`src/rtl/plab3_mem_blocking_cache_simple_ctrl.sv`:
```
// Control FSM for the simple blocking cache datapath: one transaction in flight,
// sequencing cache request -> memory request -> memory response -> cache response,
// with optional constant-latency padding of the response.
module plab3_mem_blocking_cache_simple_ctrl #(
  parameter int unsigned PAD_CYCLES = 16,
  parameter int unsigned CNT_NBITS  = 8
) (
  input  logic clk,
  input  logic reset,
  input  logic cachereq_val,
  output logic cachereq_rdy,
  output logic cacheresp_val,
  input  logic cacheresp_rdy,
  output logic memreq_val,
  input  logic memreq_rdy,
  input  logic memresp_val,
  output logic memresp_rdy,
  input  logic pad_en,
  output logic cachereq_reg_en,
  output logic memresp_reg_en,
  output logic busy,
  output logic pad_overrun
);

  localparam int unsigned SUM_W = CNT_NBITS + 1;
  localparam logic [SUM_W-1:0] PAD_LIM = SUM_W'(PAD_CYCLES);

  typedef enum logic [2:0] {
    IDLE    = 3'd0,
    MEMREQ  = 3'd1,
    MEMWAIT = 3'd2,
    PAD     = 3'd3,
    RESP    = 3'd4
  } state_t;

  state_t               state;
  state_t               state_nx;
  logic [CNT_NBITS-1:0] cnt;
  logic [CNT_NBITS-1:0] cnt_sat;
  logic [SUM_W-1:0]     cnt_inc;
  logic                 pad_q;
  logic                 overrun_q;

  // Moore handshake flags, registered alongside the state they decode
  logic                 creq_rdy_q;
  logic                 cresp_val_q;
  logic                 mreq_val_q;
  logic                 mresp_rdy_q;
  logic                 busy_q;

  // Wide sum so cnt+1 compares correctly even when cnt is saturated
  assign cnt_inc = {1'b0, cnt} + SUM_W'(1);
  assign cnt_sat = (&cnt) ? cnt : cnt + CNT_NBITS'(1);

  // Next-state selection
  always_comb begin
    state_nx = state;
    case (state)
      IDLE: begin
        if (cachereq_val) state_nx = MEMREQ;
      end
      MEMREQ: begin
        if (memreq_rdy) state_nx = MEMWAIT;
      end
      MEMWAIT: begin
        if (memresp_val) begin
          if (pad_q && (cnt_inc < PAD_LIM)) state_nx = PAD;
          else                              state_nx = RESP;
        end
      end
      PAD: begin
        if (cnt_inc == PAD_LIM) state_nx = RESP;
      end
      RESP: begin
        if (cacheresp_rdy) state_nx = IDLE;
      end
      default: state_nx = IDLE;
    endcase
  end

  // State, latency counter, pad mode, sticky overrun flag and output flags
  always_ff @(posedge clk) begin
    if (reset) begin
      state       <= IDLE;
      cnt         <= '0;
      pad_q       <= 1'b0;
      overrun_q   <= 1'b0;
      creq_rdy_q  <= 1'b1;
      cresp_val_q <= 1'b0;
      mreq_val_q  <= 1'b0;
      mresp_rdy_q <= 1'b0;
      busy_q      <= 1'b0;
    end else begin
      state <= state_nx;

      case (state)
        IDLE: begin
          if (cachereq_val) begin
            cnt   <= CNT_NBITS'(1);
            pad_q <= pad_en;
          end
        end
        default: cnt <= cnt_sat;
      endcase

      if ((state == MEMWAIT) && memresp_val && pad_q && (cnt_inc > PAD_LIM))
        overrun_q <= 1'b1;

      creq_rdy_q  <= (state_nx == IDLE);
      mreq_val_q  <= (state_nx == MEMREQ);
      mresp_rdy_q <= (state_nx == MEMWAIT);
      cresp_val_q <= (state_nx == RESP);
      busy_q      <= (state_nx != IDLE);
    end
  end

  // Outputs forced low while reset is held, even before the first reset edge
  assign cachereq_rdy    = creq_rdy_q  & ~reset;
  assign memreq_val      = mreq_val_q  & ~reset;
  assign memresp_rdy     = mresp_rdy_q & ~reset;
  assign cacheresp_val   = cresp_val_q & ~reset;
  assign busy            = busy_q      & ~reset;
  assign pad_overrun     = overrun_q   & ~reset;

  // Datapath register loads coincide with the handshakes they capture
  assign cachereq_reg_en = cachereq_rdy & cachereq_val;
  assign memresp_reg_en  = memresp_rdy  & memresp_val;

endmodule

```
`config.mk`:
```
export PLATFORM = sky130hd
export DESIGN_NAME = plab3_mem_blocking_cache_simple_ctrl
export DESIGN_NICKNAME = d
export VERILOG_FILES = /design/src/rtl/plab3_mem_blocking_cache_simple_ctrl.sv
export SDC_FILE = /design/constraint.sdc
export NUM_CORES = 1
export LEC_CHECK = 0
export CAP_MARGIN = 10
export CORE_ASPECT_RATIO = 1.2
export CORE_MARGIN = 10
export CORE_UTILIZATION = 55
export CTS_BUF_LIST = sky130_fd_sc_hd__clkbuf_2 sky130_fd_sc_hd__clkbuf_4 sky130_fd_sc_hd__clkbuf_8
export CTS_CLUSTER_DIAMETER = 100
export CTS_CLUSTER_SIZE = 40
export DETAILED_ROUTE_END_ITERATION = 6
export PLACE_DENSITY = 0.81
export RECOVER_POWER = 50
export SYNTH_ARGS = -nofsm -noshare
export SYNTH_HDL_FRONTEND = slang
export SYNTH_SLANG_ARGS = --single-unit
```
`constraint.sdc`:
```
create_clock -name clk -period 2.5 [get_ports clk]
set_input_delay 0.25 -clock clk [delete_from_list [all_inputs] [get_ports clk]]
set_output_delay 0.25 -clock clk [all_outputs]
set_load 0.005 [all_outputs]
```
==> summary.md <==
| Metric | Value |
|---|---|
| Run status | `finished clean` |
| Required time of the critical path | `2690 ps` |
| Total clock buffers created by CTS | `3` |
| Total nets after synthesis | `132` |
| Fraction of layout cells with a size suffix above 1 | `10.8%` |
| DRT antenna net count | `0` |
| Routed wire length | `2.46 mm` |
| Global route overflow | `0` |
| Insertion delay to the later sink of the worst-skew pair | `290 ps` |
| Initial antenna violation count | `0` |
| Final antenna diode count | `0` |
| Global-route total usage across every layer | `13.3%` |
| Vias per std cell | `6.15` |
| Number of standard-cell rows in the floorplan | `17` |
| Die ar. | `4010 um^2` |
| Via count of the routed design | `971` |
| Kind of start point of the critical path | `flip-flop` |
| Cell area power density | `529 nW/um^2` |
| Dominant register cell in the synthesized netlist | `dfxtp_1` |
| I/O pin count | `15` |
| Global-route wire length before repair | `4.24 mm` |
| Final cycle utilization of the critical path | `78.9%` |
| Slew at the pin closest to its max-slew limit | `453 ps` |
| Bufs on Longest Clock Path | `2` |
| Largest net degree at the start of global routing | `14` |
| Depth of the CTS H-tree | `1` |
| Post-synth top cells | `18 x dfxtp_1, 10 x nor2_1, 9 x nand2_1, 9 x nor2b_1, 7 x a21oi_1` |
| Initial drt markers | `41` |
| Max VDD drop | `462 uV` |
| Synthesized cell area | `1030 um^2` |
| Class of the tightest hold or removal check | `reg2reg` |
| Nets@finish | `148` |
| Most common cell in the netlist | `dfxtp_1` |
| Setup-failing EPs final | `0` |
| Die Span Y | `67.4 um` |
| Leakage power summed over all cells | `0.000424 uW` |
| Crit path max-delay family | `simple AND/OR/NAND/NOR gates` |
| Number of clock sinks seen by CTS | `18` |
| Vias in the first global route | `920` |
| Max-slew headroom | `69.6%` |
| Setup total negative slack | `0 ps` |
| Mean cell area of the mapped netlist | `8.31 um^2` |
| CTS Root Buffer Type | `clkbuf_4` |
| Placement Setup Slack | `569 ps` |
| Final-report hold violation count | `0` |
| Routed length per placed instance | `15.5 um` |
| Sequential area share after synthesis | `35.0%` |
| Portion of synthesized cell area occupied by the leading cell type | `35.0%` |
| Async set-or-reset flop fraction in the synthesized netlist | `0%` |
| Number of buffers and inverters on the critical path | `0` |
| Worst Setup Path Type | `reg2reg` |
| Clock slew at reported path FFs | `110 ps` |
| Crit end category | `flip-flop` |
| Detailed Routing Iterations Pass 1 | `4` |
| Area added between synthesis and finish | `18.1%` |
| Global placer's final weighted congestion | `0.863` |
| Yosys cell types | `44` |
| Total count of max-transition violations in the final report | `0` |
| Minimum setup slack in the final design | `527 ps` |
| Post-cts hold buffer count | `0` |
| Number of synthesized register bits | `18` |
| Fill cell total of the finished layout | `143` |
| Post-synthesis instance total | `124` |
| DRC violations left | `0` |
| Setup repair bufs after CTS | `0` |
| Yosys top cell by area | `dfxtp_1` |
| Min Tclk post-route | `1970 ps` |
| Leading post-synthesis cells by cell area | `dfxtp_1 35%, nor2b_1 5.5%, nor2_1 3.6%` |
| Clock Skew | `1.22 ps` |
| Overall die width | `59.5 um` |
| Slowest cell on the critical path | `dfxtp_1` |
| RSZ-0062 raised after global routing | `false` |
| EDFF count, synth | `0` |
| Longest individual stage delay on the worst path | `430 ps` |
| Arrival time at the worst endpoint | `2160 ps` |
| Area of the placeable core | `1810 um^2` |
| Initial cell density of the core | `57.0%` |
| HPWL after detailed placement | `1.92 mm` |
| CTS tree | `yes` |
| Total of max-cap violations | `0` |
| Chain of cells forming the critical path | `ha_1 > nand3_1 > xnor2_1 > a211oi_2 > nor3_1 > nor4bb_1` |
| Post-CTS sizing | `0` |
| Maximum fanout count along the critical path | `6` |
| IO buf count | `14` |
| Max Freq | `507 MHz` |
| Syn. warnings | `0` |
## per-layer routing
metal  wire [um]  part of all wire (%)  GRT usage (%)  vias up
met1        1020                    41           14.6      468
met3          99                   4.0           3.19        4
li1            -                     -              -      478
met5           0                     0              0        -
met2        1300                    53           24.5       21
met4          36                   1.5           3.65        0
## metrics by stage
step                      area [um^2]  hold slack (ps)  power (uW)  cells  util [%]
final                            1220              496         644    158      67.3
after global routing             1220              525         682    158      67.3
after CTS                        1220              498         648    158      67.5
after detailed placement         1180              472         471    154      65.5
after global placement           1180              462         465    154      65.5
after floorplan                  1030              397         416    124         -
## final cells by class
class,instances,area [um^2],area share (%)
Multi-Input combinational cell,99,634,52.1
Sequential cell,18,360,29.6
Timing Repair Buffer,17,159,13.1
Clock buffer,4,36.3,2.98
Tap cell,19,23.8,1.95
Inverter,1,3.75,0.308
## registers in the layout (all words and copies together) (netlist names)
name,cells
overrun_q,1
busy_q,1
cresp_val_q,1
creq_rdy_q,1
pad_q,1
mresp_rdy_q,1
cnt,8
state,3
mreq_val_q,1
## final timing paths
check,endpoint,slack [ps],cells past startpoint,from
setup reg to reg,mresp_rdy_q$_SDFF_PP0_,530,6,cnt[0]$_SDFFE_PP0P_
hold reg to reg,overrun_q$_SDFFE_PP0P_,500,1,overrun_q$_SDFFE_PP0P_
hold / removal,overrun_q$_SDFFE_PP0P_,500,1,overrun_q$_SDFFE_PP0P_
setup / recovery,mresp_rdy_q$_SDFF_PP0_,530,6,cnt[0]$_SDFFE_PP0P_
## where the power goes
| part | switching [uW] | internal, uW | total, uW |
|---|---|---|---|
| Clock | 95.5 | 88.7 | 184 |
| Combinational | 66.3 | 63.8 | 130 |
| Sequential | 22.8 | 307 | 330 |
## kinds of logic after synthesis
logic type / share of synthesized area [%]
simple gates: 37.0
xor+xnor: 2.55
mux: 0.971
compound gates: 19.8
flops: 35.0
fa+ha+maj: 1.21
buf+inv: 3.52
## placed cells by master, fill, tap and decap left out, types with 5 or more instances in the layout
cell and n:
a21oi_1 7, a31oi_1 5, clkdlybuf4s50_1 9, dfxtp_1 18
dlygate4sd3_1 5, nand2_1 9, nand3_1 5, nor2_1 10
nor2b_1 9, nor3_1 5
Power figures use the tool's default switching activity.
